==> config.mk <==
export PLATFORM = sky130hd
export DESIGN_NAME = count_ctrl
export DESIGN_NICKNAME = d
export VERILOG_FILES = /design/src/rtl/count_ctrl.sv
export SDC_FILE = /design/constraint.sdc
export NUM_CORES = 1
export LEC_CHECK = 0
export ABC_CLOCK_PERIOD_IN_PS = 6200
export CAP_MARGIN = 20
export CORE_MARGIN = 5
export CORE_UTILIZATION = 62
export CTS_CLUSTER_DIAMETER = 80
export CTS_CLUSTER_SIZE = 12
export DETAILED_ROUTE_END_ITERATION = 10
export PLACE_DENSITY_LB_ADDON = 0.1
export SETUP_SLACK_MARGIN = 0.3
export SLEW_MARGIN = 10
export SYNTH_ARGS = -nofsm -noshare
export SYNTH_HDL_FRONTEND = slang
export SYNTH_SLANG_ARGS = --single-unit
==> constraint.sdc <==
create_clock -name clk -period 6.2 [get_ports clk]
set_input_delay 1.24 -clock clk [delete_from_list [all_inputs] [get_ports clk]]
set_output_delay 1.24 -clock clk [all_outputs]
set_load 0.005 [all_outputs]
==> src/rtl/count_ctrl.sv <==
// count_ctrl: IDLE/RUN/PAUSE/DONE sequencer that drives the reset and enable of a downstream up-counter.
// Optional build macro COUNT_CTRL_DEBOUNCE_EN debounces start/stop/clear over DB_CYCLES clocks.
module count_ctrl #(
  parameter int unsigned PRESCALE  = 4,
  parameter int unsigned RUN_TICKS = 16,
  parameter int unsigned DB_CYCLES = 3
) (
  input  logic clk,
  input  logic reset,
  input  logic start,
  input  logic stop,
  input  logic clear,
  output logic cnt_reset,
  output logic cnt_enable,
  output logic busy,
  output logic done
);

  localparam int DIV_W = (PRESCALE > 1) ? $clog2(PRESCALE) : 1;
  localparam logic [DIV_W-1:0] DIV_LAST  = DIV_W'(PRESCALE - 1);
  localparam logic [15:0]      TICK_LAST = 16'(RUN_TICKS);

  if (PRESCALE == 0 || PRESCALE > 256 || RUN_TICKS == 0 || RUN_TICKS > 65535 || DB_CYCLES == 0) begin : g_param_check
    $error("count_ctrl: parameter out of range");
  end

  typedef enum logic [1:0] {
    ST_IDLE  = 2'd0,
    ST_RUN   = 2'd1,
    ST_PAUSE = 2'd2,
    ST_DONE  = 2'd3
  } state_t;

  state_t           state_q, state_d;
  logic [DIV_W-1:0] div_q, div_d, div_inc_s;
  logic [15:0]      tick_q, tick_d, tick_inc_s;
  logic             cnt_reset_q, cnt_reset_d;
  logic             cnt_enable_q, cnt_enable_d;
  logic             busy_q, busy_d;
  logic             done_q, done_d;

  logic [2:0] raw_s;
  logic [2:0] cmd_s;
  logic       cmd_start_s, cmd_stop_s, cmd_clear_s;

  assign raw_s = {clear, stop, start};

`ifdef COUNT_CTRL_DEBOUNCE_EN
  localparam int DB_W = $clog2(DB_CYCLES + 1);
  localparam logic [DB_W-1:0] DB_FULL = DB_W'(DB_CYCLES);
  localparam logic [DB_W-1:0] DB_FIRE = DB_W'(DB_CYCLES - 1);

  logic [2:0][DB_W-1:0] db_cnt_q, db_cnt_d;

  // A command fires on its DB_CYCLES-th consecutive high sample; the saturated count blocks re-firing until the input drops.
  always_comb begin
    db_cnt_d = db_cnt_q;
    cmd_s    = 3'b000;
    for (int i = 0; i < 3; i++) begin
      if (raw_s[i]) begin
        if (db_cnt_q[i] == DB_FULL) begin
          db_cnt_d[i] = DB_FULL;
        end else begin
          db_cnt_d[i] = db_cnt_q[i] + DB_W'(1);
        end
        cmd_s[i] = (db_cnt_q[i] == DB_FIRE);
      end else begin
        db_cnt_d[i] = '0;
        cmd_s[i]    = 1'b0;
      end
    end
  end

  // Debounce counters.
  always_ff @(posedge clk) begin
    if (reset) begin
      db_cnt_q <= '0;
    end else begin
      db_cnt_q <= db_cnt_d;
    end
  end
`else
  assign cmd_s = raw_s;
`endif

  assign cmd_start_s = cmd_s[0];
  assign cmd_stop_s  = cmd_s[1];
  assign cmd_clear_s = cmd_s[2];

  assign div_inc_s  = (div_q == DIV_LAST) ? '0 : div_q + DIV_W'(1);
  assign tick_inc_s = tick_q + 16'd1;

  // Next state; the enable strobe is registered on the edge where the divider reaches its last value.
  always_comb begin
    state_d      = state_q;
    div_d        = div_q;
    tick_d       = tick_q;
    cnt_reset_d  = 1'b0;
    cnt_enable_d = 1'b0;

    if (cmd_clear_s) begin
      state_d     = ST_IDLE;
      div_d       = '0;
      tick_d      = 16'd0;
      cnt_reset_d = 1'b1;
    end else begin
      case (state_q)
        ST_IDLE, ST_DONE: begin
          if (cmd_start_s) begin
            state_d     = ST_RUN;
            div_d       = '0;
            tick_d      = 16'd0;
            cnt_reset_d = 1'b1;
          end else begin
            state_d = state_q;
          end
        end
        ST_RUN: begin
          if (cmd_stop_s) begin
            state_d = ST_PAUSE;
          end else begin
            div_d = div_inc_s;
            if (div_inc_s == DIV_LAST) begin
              cnt_enable_d = 1'b1;
              tick_d       = tick_inc_s;
              if (tick_inc_s == TICK_LAST) begin
                state_d = ST_DONE;
              end else begin
                state_d = ST_RUN;
              end
            end else begin
              state_d = ST_RUN;
            end
          end
        end
        ST_PAUSE: begin
          if (cmd_start_s) begin
            state_d = ST_RUN;
          end else begin
            state_d = ST_PAUSE;
          end
        end
        default: begin
          state_d = ST_IDLE;
          div_d   = '0;
          tick_d  = 16'd0;
        end
      endcase
    end

    busy_d = (state_d == ST_RUN) || (state_d == ST_PAUSE);
    done_d = (state_d == ST_DONE);
  end

  // State and registered outputs.
  always_ff @(posedge clk) begin
    if (reset) begin
      state_q      <= ST_IDLE;
      div_q        <= '0;
      tick_q       <= 16'd0;
      cnt_reset_q  <= 1'b1;
      cnt_enable_q <= 1'b0;
      busy_q       <= 1'b0;
      done_q       <= 1'b0;
    end else begin
      state_q      <= state_d;
      div_q        <= div_d;
      tick_q       <= tick_d;
      cnt_reset_q  <= cnt_reset_d;
      cnt_enable_q <= cnt_enable_d;
      busy_q       <= busy_d;
      done_q       <= done_d;
    end
  end

  assign cnt_reset  = cnt_reset_q;
  assign cnt_enable = cnt_enable_q;
  assign busy       = busy_q;
  assign done       = done_q;

endmodule

==> results.toml <==
[outcome]
status = "finished, final reports clean"

[cells_and_area]
post-route-util_pct = 68.9
fin_area_um2 = 1520
drive_above_1_share_pct = 5.68
fillers = 210
final_nets = 189
n_antenna_cell = 0
synthToLayoutAreaGrowth_pct = 5.73

[sta]
fin_ws_ns = 3.36
period_needed_ns = 2.84
hold_viol = 0
period_share_pct = 45.9
worst_slew_pin_slew_ns = 0.792
fin_worst_skew_ns = 0.00858
finalSetupViolCount = 0
drv_slew = 0
fmax_mhz = 351
slew_headroom_pct = 47.2
rsz0062_at_grt = "false"
tns_ns = 0

[clock_network]
postCtsSetupBuffers = 0
clock_latency_ns = 0.31
cts.clk_slew.worst_paths_ns = 0.12
numCtsBuffers = 3
cts_hold_buf = 0
cts_root_buf = "clkbuf_4"
cts_resized = 0
clk_path_buf_depth = 2
cts_tree = "built"
h-tree-depth = 1
cts_sinks = 24

[yosys]
yosysMostFrequentCell = "dfxtp_1"
synth_area_um2 = 1440
synth.ff_latch_count = 24
syn-num-nets = 188
yosysSeqAreaShare_pct = 33.3
synthTopCellsByCount = "24 x dfxtp_1, 18 x nor2_1, 17 x a21oi_1"
async_flop_share_pct = 0
synth_cell_type_count = 40
synth_top_area_share_pct = 33.3
synth_top_flop_cell = "dfxtp_1"
syn_avg_cell_area_um2 = 8.14
synth_edf_count = 0
netlist_top_cells_area = "dfxtp_1 33%, a21oi_1 5.9%, ha_1 5.2%"
ys_warn_count = 0
syn-instance-count = 177
synth_top_cell_by_area = "dfxtp_1"

[pwr]
peakVddDrop_uv = 131
power_leakage_nw = 0.533
p_per_area_nw_per_um2 = 158
design_power_total_mw = 0.241

[global_routing]
grt_max_degree = 22
grt_use_total_pct = 20.0
grt_pass1_vias = 1210
grt_pass1_wl_um = 5370
antenna_found_initial = 0
grt_overflow_total = 0

[setup_path]
cp_data_arrival_time_ns = 3.07
critPathLaunchType = "input port"
path_max_fanout = 10
crit_slowest_cell = "nor2b_1"
end_kind = "register"
cp_slowest_stage_delay_ns = 0.61
crit_type = "in -> reg"
worstPathCellList = "clkdlybuf4s50_1 -> nand3b_1 -> nor2b_1 -> a41oi_1 -> a311oi_1"
worstPathRequired_ns = 6.42

[drt]
postRouteAntennaNets = 0
drcViolationCount = 0
num_vias = 1312
first_iter_violations = 52
drt_first_pass_iters = 4
wl_um = 3160
vias_per_cell = 6.43
wl_per_cell_um = 15.5

[floorplan]
die_area_um2 = 3390
io_pins = 9
fp.dieH_um = 58.2
core_um2 = 2210
initial_core_util_pct = 65.2
num_rows = 17
die_x_um = 58.2

[run]
maxCapViolations = 0

[placement]
place.gp.congestion = 0.872
post-place-ws_ns = 3.05
hpwl_um = 2320
dpl_cell_area_um2 = 1500
numPortBuffers = 8

[worst_hold_path]
hold_path_class = "reg -> reg"
path summary, 6_finish.rpt:
check	start	end	slack, ns	depth (start not counted)
worst max-delay path	stop	tick_q[15]$_SDFFE_PP0P_	3.36	5
worst min-delay path	tick_q[12]$_SDFFE_PP0P_	tick_q[12]$_SDFFE_PP0P_	0.53	2
worst min register to register	tick_q[12]$_SDFFE_PP0P_	tick_q[12]$_SDFFE_PP0P_	0.53	2
worst max register to register	tick_q[0]$_SDFFE_PP0P_	busy$_SDFF_PP0_	3.84	8
routing by layer:
metal,up-vias,global-route usage (%),routed length [µm]
li1,648,-,-
met1,628,25.4,1470
met2,30,33.9,1560
met3,6,2.23,94
met4,0,8.94,42
met5,-,0,0
kinds of logic after synthesis:
group	share of synthesized area (%)
buffers and inverters	4.86
multiplexers	3.47
XOR/XNOR	1.22
adder cells (fa/ha/maj)	5.21
flip-flops	33.3
AND/OR/NAND/NOR	30.6
AO/OA/AOI/OAI	21.3
sequential cells by signal, indices dropped and copies added (netlist names):
signal and count:
done 1, cnt_enable 1, busy 1, tick_q 16
state_q 2, cnt_reset 1, div_q 2
per-stage QoR:
step | hold WS [ns] | cells
after floorplan | 0.476 | 177
after global placement | 0.490 | 201
after detailed placement | 0.507 | 201
after CTS | 0.525 | 204
after global routing | 0.582 | 204
final | 0.529 | 204
report_power, final:
part	total [mW]	internal, mW	switching [mW]
sequential	0.156	0.155	0.000548
clock	0.0653	0.0227	0.0426
combinational	0.0203	0.00878	0.0115
total	0.241	0.187	0.0547
layout by cell type, fill, tap and decap left out, drive strengths merged, types with 6 or more instances in the layout:
master / n
nand3: 7
nor2b: 6
dfxtp: 24
clkdlybuf4s50: 8
ha: 6
a21oi: 17
nor2: 18
nand2: 10
o21ai: 13
cell type report:
type / instances / area [µm²] / area share (%)
repair buffers: 8 / 80.1 / 5.25
well taps: 28 / 35.0 / 2.30
inverters: 4 / 15.0 / 0.985
multi-input cells: 137 / 891 / 58.5
flip-flops and latches: 24 / 480 / 31.5
clock buffers: 3 / 22.5 / 1.48
critical path, delay by kind of cell:
family                 cells  cell delay, ns
AO/OA/AOI/OAI              2            0.53
AND/OR/NAND/NOR            2            0.83
buffers and inverters      1            0.46
No activity file was read; power rests on OpenSTA's default activity.
